`config.mk`:
```
export PLATFORM = sky130hd
export DESIGN_NAME = inst_fetch_flat
export DESIGN_NICKNAME = d
export VERILOG_FILES = /design/src/rtl/inst_fetch_pkg.sv /design/src/rtl/inst_fetch_if.sv /design/src/rtl/fetch_fifo.sv /design/src/rtl/inst_fetch.sv /design/src/flat_wrapper.sv
export SDC_FILE = /design/constraint.sdc
export NUM_CORES = 1
export LEC_CHECK = 0
export CAP_MARGIN = 20
export CORE_UTILIZATION = 50
export CTS_BUF_LIST = sky130_fd_sc_hd__clkbuf_4
export DETAILED_ROUTE_END_ITERATION = 16
export GPL_ROUTABILITY_DRIVEN = 0
export GPL_TIMING_DRIVEN = 0
export PLACE_DENSITY = 0.83
export SLEW_MARGIN = 5
export SYNTH_ARGS = -nofsm -noshare
export SYNTH_HDL_FRONTEND = slang
export SYNTH_SLANG_ARGS = --single-unit
```
`constraint.sdc`:
```
create_clock -name clk -period 9.4 [get_ports clk]
set_input_delay 0.94 -clock clk [delete_from_list [all_inputs] [get_ports clk]]
set_output_delay 0.94 -clock clk [all_outputs]
set_load 0.01 [all_outputs]
```
`src/rtl/inst_fetch_pkg.sv`:
```
// ============================================================================
// Module   : inst_fetch_pkg
// Purpose  : Shared types and default widths for the instruction fetch slice.
// Revision : 1.0
// ============================================================================
`default_nettype none

package inst_fetch_pkg;

    localparam int DEF_ADDR_W     = 32;
    localparam int DEF_DATA_W     = 32;
    localparam int DEF_FIFO_DEPTH = 2;

    typedef enum logic [0:0] {
        IDLE = 1'b0,
        RUN  = 1'b1
    } fetch_state_t;

    typedef struct packed {
        logic [DEF_ADDR_W-1:0] pc;
        logic [DEF_DATA_W-1:0] inst;
    } fetch_entry_t;

endpackage

`default_nettype wire

```
`src/rtl/inst_fetch_if.sv`:
```
// ============================================================================
// Module   : inst_fetch_if
// Purpose  : ROM, redirect and decode-side handshake bundle of inst_fetch.
// Revision : 1.0
// ============================================================================
`default_nettype none

interface inst_fetch_if #(
    parameter int ADDR_W = inst_fetch_pkg::DEF_ADDR_W,
    parameter int DATA_W = inst_fetch_pkg::DEF_DATA_W
);
    logic              fetch_en;
    logic [ADDR_W-1:0] rom_addr;
    logic              rom_en;
    logic [DATA_W-1:0] rom_data;
    logic              redirect_valid;
    logic [ADDR_W-1:0] redirect_pc;
    logic              out_valid;
    logic              out_ready;
    logic [DATA_W-1:0] out_inst;
    logic [ADDR_W-1:0] out_pc;

    modport master (
        input  fetch_en, rom_data, redirect_valid, redirect_pc, out_ready,
        output rom_addr, rom_en, out_valid, out_inst, out_pc
    );

    modport slave (
        output fetch_en, rom_data, redirect_valid, redirect_pc, out_ready,
        input  rom_addr, rom_en, out_valid, out_inst, out_pc
    );
endinterface

`default_nettype wire

```
`src/rtl/fetch_fifo.sv`:
```
// ============================================================================
// Module   : fetch_fifo
// Purpose  : Power-of-two prefetch FIFO with flush, count and registered head.
// Revision : 1.0
// ============================================================================
`default_nettype none

module fetch_fifo #(
    parameter int WIDTH = 64,
    parameter int DEPTH = inst_fetch_pkg::DEF_FIFO_DEPTH,
    parameter int CNT_W = $clog2(DEPTH) + 1
) (
    input  wire logic             clk,
    input  wire logic             rst,
    input  wire logic             i_push,
    input  wire logic             i_pop,
    input  wire logic             i_flush,
    input  wire logic [WIDTH-1:0] i_data,
    output logic      [CNT_W-1:0] o_count,
    output logic                  o_valid,
    output logic      [WIDTH-1:0] o_head
);
    localparam int PTR_W = (DEPTH > 1) ? $clog2(DEPTH) : 1;
    localparam logic [CNT_W-1:0] C_DEPTH = CNT_W'(DEPTH);

    logic [WIDTH-1:0] r_mem [DEPTH];
    logic [PTR_W-1:0] r_rd_ptr;
    logic [PTR_W-1:0] r_wr_ptr;
    logic [CNT_W-1:0] r_count;
    logic             w_do_pop;
    logic             w_do_push;

    // Pop is judged first so a push into a full FIFO is legal when the head leaves.
    assign w_do_pop  = i_pop && (r_count != '0);
    assign w_do_push = i_push && ((r_count != C_DEPTH) || w_do_pop);

    always_ff @(posedge clk or negedge rst) begin
        if (!rst) begin
            r_rd_ptr <= '0;
            r_wr_ptr <= '0;
            r_count  <= '0;
            for (int i = 0; i < DEPTH; i++) begin
                r_mem[i] <= '0;
            end
        end else if (i_flush) begin
            r_rd_ptr <= '0;
            r_wr_ptr <= '0;
            r_count  <= '0;
        end else begin
            if (w_do_push) begin
                r_mem[r_wr_ptr] <= i_data;
                r_wr_ptr        <= r_wr_ptr + 1'b1;
            end
            if (w_do_pop) begin
                r_rd_ptr <= r_rd_ptr + 1'b1;
            end
            r_count <= r_count + CNT_W'(w_do_push) - CNT_W'(w_do_pop);
        end
    end

    assign o_count = r_count;
    assign o_valid = (r_count != '0);
    assign o_head  = r_mem[r_rd_ptr];
endmodule

`default_nettype wire

```
`src/rtl/inst_fetch.sv`:
```
// ============================================================================
// Module   : inst_fetch
// Purpose  : PC, ROM issue control and prefetch buffering for decode.
//            INST_FETCH_PERF_EN adds perf_fetch_cnt / perf_stall_cnt outputs.
// Revision : 1.0
// ============================================================================
`default_nettype none

module inst_fetch
    import inst_fetch_pkg::*;
#(
    parameter int                ADDR_W     = DEF_ADDR_W,
    parameter int                DATA_W     = DEF_DATA_W,
    parameter logic [ADDR_W-1:0] RESET_PC   = '0,
    parameter int                FIFO_DEPTH = DEF_FIFO_DEPTH
) (
    input  wire logic    clk,
    input  wire logic    rst,
    inst_fetch_if.master bus
`ifdef INST_FETCH_PERF_EN
    ,
    output logic [31:0]  perf_fetch_cnt,
    output logic [31:0]  perf_stall_cnt
`endif
);
    localparam int                 CNT_W   = $clog2(FIFO_DEPTH) + 1;
    localparam int                 ENTRY_W = ADDR_W + DATA_W;
    localparam logic [CNT_W:0]     C_DEPTH = (CNT_W+1)'(FIFO_DEPTH);

    fetch_state_t        r_state;
    logic [ADDR_W-1:0]   r_pc;
    logic [ADDR_W-1:0]   r_inflight_pc;
    logic                r_inflight;

    logic [CNT_W-1:0]    w_count;
    logic                w_valid;
    logic [ENTRY_W-1:0]  w_head;
    logic                w_pop;
    logic                w_push;
    logic                w_issue;
    logic [CNT_W:0]      w_occupancy;

    // Slots already promised: buffered entries plus the outstanding ROM read.
    assign w_pop       = w_valid && bus.out_ready;
    assign w_occupancy = {1'b0, w_count} + (CNT_W+1)'(r_inflight) - (CNT_W+1)'(w_pop);
    assign w_issue     = (r_state == RUN) && bus.fetch_en && !bus.redirect_valid
                         && (w_occupancy < C_DEPTH);
    assign w_push      = r_inflight && !bus.redirect_valid;

    always_ff @(posedge clk or negedge rst) begin
        if (!rst) begin
            r_state       <= IDLE;
            r_pc          <= RESET_PC;
            r_inflight    <= 1'b0;
            r_inflight_pc <= '0;
        end else begin
            r_state <= bus.fetch_en ? RUN : IDLE;
            if (bus.redirect_valid) begin
                r_pc       <= bus.redirect_pc;
                r_inflight <= 1'b0;
            end else begin
                r_inflight <= w_issue;
                if (w_issue) begin
                    r_inflight_pc <= r_pc;
                    r_pc          <= r_pc + 1'b1;
                end
            end
        end
    end

    fetch_fifo #(
        .WIDTH (ENTRY_W),
        .DEPTH (FIFO_DEPTH),
        .CNT_W (CNT_W)
    ) u_fifo (
        .clk     (clk),
        .rst     (rst),
        .i_push  (w_push),
        .i_pop   (w_pop),
        .i_flush (bus.redirect_valid),
        .i_data  ({r_inflight_pc, bus.rom_data}),
        .o_count (w_count),
        .o_valid (w_valid),
        .o_head  (w_head)
    );

    assign bus.rom_addr  = r_pc;
    assign bus.rom_en    = w_issue;
    assign bus.out_valid = w_valid;
    assign bus.out_pc    = w_head[ENTRY_W-1:DATA_W];
    assign bus.out_inst  = w_head[DATA_W-1:0];

`ifdef INST_FETCH_PERF_EN
    logic [31:0] r_perf_fetch;
    logic [31:0] r_perf_stall;

    always_ff @(posedge clk or negedge rst) begin
        if (!rst) begin
            r_perf_fetch <= '0;
            r_perf_stall <= '0;
        end else begin
            if (w_pop) begin
                r_perf_fetch <= r_perf_fetch + 1'b1;
            end
            if ((r_state == RUN) && !w_issue && !bus.redirect_valid) begin
                r_perf_stall <= r_perf_stall + 1'b1;
            end
        end
    end

    assign perf_fetch_cnt = r_perf_fetch;
    assign perf_stall_cnt = r_perf_stall;
`endif
endmodule

`default_nettype wire

```
`src/flat_wrapper.sv`:
```
// flat-port wrapper written by rule: the top's interface ports become plain ports
module inst_fetch_flat import inst_fetch_pkg::*;
#(
    parameter int                ADDR_W     = DEF_ADDR_W,
    parameter int                DATA_W     = DEF_DATA_W,
    parameter logic [ADDR_W-1:0] RESET_PC   = '0,
    parameter int                FIFO_DEPTH = DEF_FIFO_DEPTH
)
  (clk, rst, bus_fetch_en, bus_rom_data, bus_redirect_valid, bus_redirect_pc, bus_out_ready, bus_rom_addr, bus_rom_en, bus_out_valid, bus_out_inst, bus_out_pc);
  inst_fetch_if #(.ADDR_W(ADDR_W), .DATA_W(DATA_W)) bus_i ();
  input  wire logic clk;
  input  wire logic rst;
  input wire logic [$bits(bus_i.fetch_en)-1:0] bus_fetch_en;
  input wire logic [$bits(bus_i.rom_data)-1:0] bus_rom_data;
  input wire logic [$bits(bus_i.redirect_valid)-1:0] bus_redirect_valid;
  input wire logic [$bits(bus_i.redirect_pc)-1:0] bus_redirect_pc;
  input wire logic [$bits(bus_i.out_ready)-1:0] bus_out_ready;
  output wire logic [$bits(bus_i.rom_addr)-1:0] bus_rom_addr;
  output wire logic [$bits(bus_i.rom_en)-1:0] bus_rom_en;
  output wire logic [$bits(bus_i.out_valid)-1:0] bus_out_valid;
  output wire logic [$bits(bus_i.out_inst)-1:0] bus_out_inst;
  output wire logic [$bits(bus_i.out_pc)-1:0] bus_out_pc;
  assign bus_i.fetch_en = bus_fetch_en;
  assign bus_i.rom_data = bus_rom_data;
  assign bus_i.redirect_valid = bus_redirect_valid;
  assign bus_i.redirect_pc = bus_redirect_pc;
  assign bus_i.out_ready = bus_out_ready;
  assign bus_rom_addr = bus_i.rom_addr;
  assign bus_rom_en = bus_i.rom_en;
  assign bus_out_valid = bus_i.out_valid;
  assign bus_out_inst = bus_i.out_inst;
  assign bus_out_pc = bus_i.out_pc;
  inst_fetch #(.ADDR_W(ADDR_W), .DATA_W(DATA_W), .RESET_PC(RESET_PC), .FIFO_DEPTH(FIFO_DEPTH)) u_core (.clk(clk), .rst(rst), .bus(bus_i));
endmodule
```
==> impl_results.md <==
- Critical path class: input pin to primary output
- Clk slew on worst S/H paths: 0.15 ns
- Most frequent cell after synthesis: dfrtp_1
- Clock sinks: 198
- DR top layer: met4
- Hold_buf cts: 0
- Post-CTS Setup Repair Bufs: 0
- Internal Power: 1.865 mW
- Synth Cell Area: 9017 µm²
- I/O pins: 167
- Max Root-Sink Buffers: 2
- Register share of total power: 0.474
- Netlist cell types: 50
- M1 WL: 9387 µm
- Seq/Total Area, Yosys: 0.5495
- Syn Area/Cell: 12.12 µm²
- Layout cell share with drive strength beyond 1: 0.2654
- Worst reg2reg startpoint: u_core.u_fifo.o_count[1]
- Most Frequent Cell on Critical Path: clkdlybuf4s50_1
- Mapped Cells: 744
- CTS Buf Count: 17
- DRT Wirelength: 21420 µm
- Clock power share: 0.168
- Port bufs: 166
- EDFF count, synth: 0
- Drt initial violations: 485
- Worst path bufs/invs: 6
- Commonest cells post-synth: 198 x dfrtp_1, 187 x mux2_2, 137 x nand2_1
- Crit path cell chain: clkdlybuf4s50_1, nand2_1, inv_1, ha_1, nand2b_1, fa_1, nand4b_1, or2_1, buf_6, inv_6, clkbuf_1, clkdlybuf4s50_1
- Power Density: 238.1 nW/µm²
- RSZ-0062 raised after global routing: false
- Die W: 136.3 µm
- CTS H-tree lvls: 4
- Worst Path Arrival: 4.22 ns
- Worst setup EP type: primary output
- GRT Residual Overflow: 0
- Fin nets: 1003
- Psw: 818.1 µW
- Antenna Nets Post-Route: 0
- Final setup violation count: 0
- Lkg Pwr: 5.109 nW
- Vias/cell: 5.652
- Fin worst setup slack: 4.241 ns
- Tcrit/Tclk final: 0.5488
- Combinational power share: 0.358
- CP Launch Type: input pin
- Tightest Pin Transition: 0.7266 ns
- Synth top area share: 0.5495
- Final instance area: 11270 µm²
- Skew final: 0.02636 ns
- Clock root buffer: clkbuf_4
- Die height: 136.3 µm
- # DRC: 0
- Worst stage delay on the critical path: 0.63 ns
- Die area: 18580 µm²
- DR pass1 iterations: 5
- Cell accounting for the most synthesized area: dfrtp_1
- FF-to-FF path depth: 14
- Clk Latency, worst-skew pair: 0.58 ns
- Area growth from synthesis to layout: 24.93%
- Met2 wire len: 10140 µm
- Number of global-route vias before repair: 6566
- FP Rows: 48
- Core area: 17480 µm²
- Critical Path Fanout Max: 10
- Worst hold slack: 0.3048 ns
- YS warnings: 0
- Ys flop type: dfrtp_1
- Post_cts resized: 0
- Top post-synthesis cells by area: dfrtp_1 55%, mux2_2 23%, nand2_1 5.7%
- Wire per inst: 18.35 µm
- Initial antenna violation count: 0
- Status: complete, no violations
- Final Slew Violations: 0
- Crit-path leading delay family: buffers and inverters
- Hold Fails Final Rpt: 0
- Finished Layout Cells: 1167
- Maximum vdd drop: 0.1397 mV
- F_max: 193.8 MHz
- Fin crit period: 5.159 ns
- Fill count: 1352
- Placed cells: 1136
- Sw Ratio: 0.3050
- Max cap viols: 0
- Ant diodes: 0
- Placed cell area: 10990 µm²
- CTS tree: built
- First-pass GRT wire length: 34100 µm
- WP data required: 8.46 ns
- Largest net degree at the start of global routing: 119
- Slew HR: 0.5156
- R2R Setup Slk: 6.06 ns
- Reg-to-reg endpoint: u_core.bus.rom_addr[30]
- Dpl ws: 4.264 ns
- Initial Util: 0.5160
- Vias: 6596
- Final Core Density: 0.6446
- Crit-path slowest cell: clkdlybuf4s50_1
- DP HPWL: 14730 µm
- Met3 Wirelength: 1549 µm
- FFs w/ async S/R, synth: 1.000
- Total track usage: 0.2415
- Syn_nets: 817
- #FFs+latches synth: 198
- Min-delay worst type: input pin to async pin
## layout by cell type (no fill, tap or decap), drive strengths merged, types with 2 or more instances in the layout
| cell | count |
|---|---|
| clkinvlp | 2 |
| o211ai | 6 |
| or3b | 2 |
| or2 | 3 |
| a22oi | 2 |
| a31oi | 5 |
| and2 | 5 |
| nand3b | 2 |
| a41oi | 5 |
| nor2b | 9 |
| and4 | 3 |
| o21ai | 30 |
| bufinv | 2 |
| a32oi | 3 |
| clkdlybuf4s50 | 165 |
| nor3 | 6 |
| nand3 | 21 |
| nand2 | 137 |
| xor2 | 5 |
| nand4 | 9 |
| nand2b | 3 |
| and3 | 4 |
| clkbuf | 37 |
| dfrtp | 198 |
| nor2 | 15 |
| or3 | 3 |
| ha | 3 |
| clkinv | 6 |
| o311ai | 11 |
| buf | 26 |
| mux2 | 192 |
| nand4b | 3 |
| a21oi | 3 |
| inv | 9 |
## sequential cells by signal, indices dropped and copies added (netlist names)
name / flops
u_core.r_inflight: 1
u_core.r_inflight_pc: 32
u_core.u_fifo.r_rd_ptr: 1
u_core.u_fifo.r_mem: 128
u_core.bus.rom_addr: 32
u_core.r_state: 1
u_core.u_fifo.r_wr_ptr: 1
u_core.u_fifo.o_count: 2
## worst register-to-register path, stage by stage (launching register included)
cell and delay [ns]:
dfrtp_1 0.49, or2_2 0.32, nand2_1 0.14, inv_1 0.06, ha_1 0.26, nand2b_1 0.16
fa_1 0.50, nand4b_1 0.09, or2_1 0.27, buf_6 0.17, inv_6 0.11, nor2_1 0.07
clkbuf_1 0.27, o21ai_0 0.25, nand3_1 0.09
## area by class of cell
type	count	area (µm²)	area share
inverter	7	31.28	0.002777
timing repair buffer	167	1694	0.1504
buffer	42	214.0	0.01899
tap	225	281.5	0.02499
clock buffer	19	142.6	0.01266
sequential	198	4955	0.4398
multi-input combinational	497	3817	0.3388
clock inverter	12	130.1	0.01155
## how the worst max path moves through the flow
stage | from | end | depth (start not counted)
final | bus_out_ready | bus_rom_en | 12
after global routing | u_core.u_fifo.o_count[1] | bus_rom_en | 12
after CTS | bus_out_ready | bus_rom_en | 12
after detailed placement | bus_out_ready | bus_rom_en | 12
after global placement | rst | u_core.u_fifo.r_mem[113] | 1
after floorplan | bus_out_ready | bus_rom_en | 10
## power by group through the flow
stage          Sequential [mW]  Clock [mW]  Combinational (mW)
6_report                  1.27       0.451               0.960
5_1_grt                   1.31       0.499                1.04
4_1_cts                   1.27       0.461               0.972
3_5_place_dp              1.29           0               0.967
3_3_place_gp              1.28           0               0.945
2_1_floorplan             1.24           0               0.522
## through the flow
| stage | setup TNS (ns) | total power, mW |
|---|---|---|
| floorplan | 0 | 1.764 |
| global placement | -154.11 | 2.222 |
| detailed placement | 0 | 2.256 |
| CTS | 0 | 2.704 |
| global route | 0 | 2.846 |
| finish | 0 | 2.683 |
## routing by layer
layer,up-vias,track usage
met3,33,0.06227
met4,0,0.08148
met5,-,0
li1,3002,-
met2,273,0.3816
met1,3288,0.3230
## kinds of logic after synthesis
family                   Yosys count  share of synthesized area
AO/OA/AOI/OAI                     68                    0.04981
XOR/XNOR                           6                   0.005828
adder cells (fa/ha/maj)            4                   0.006383
buffers and inverters             49                    0.02720
flip-flops                       198                     0.5495
multiplexers                     193                     0.2409
AND/OR/NAND/NOR                  226                     0.1204
Power figures use the tool's default switching activity.
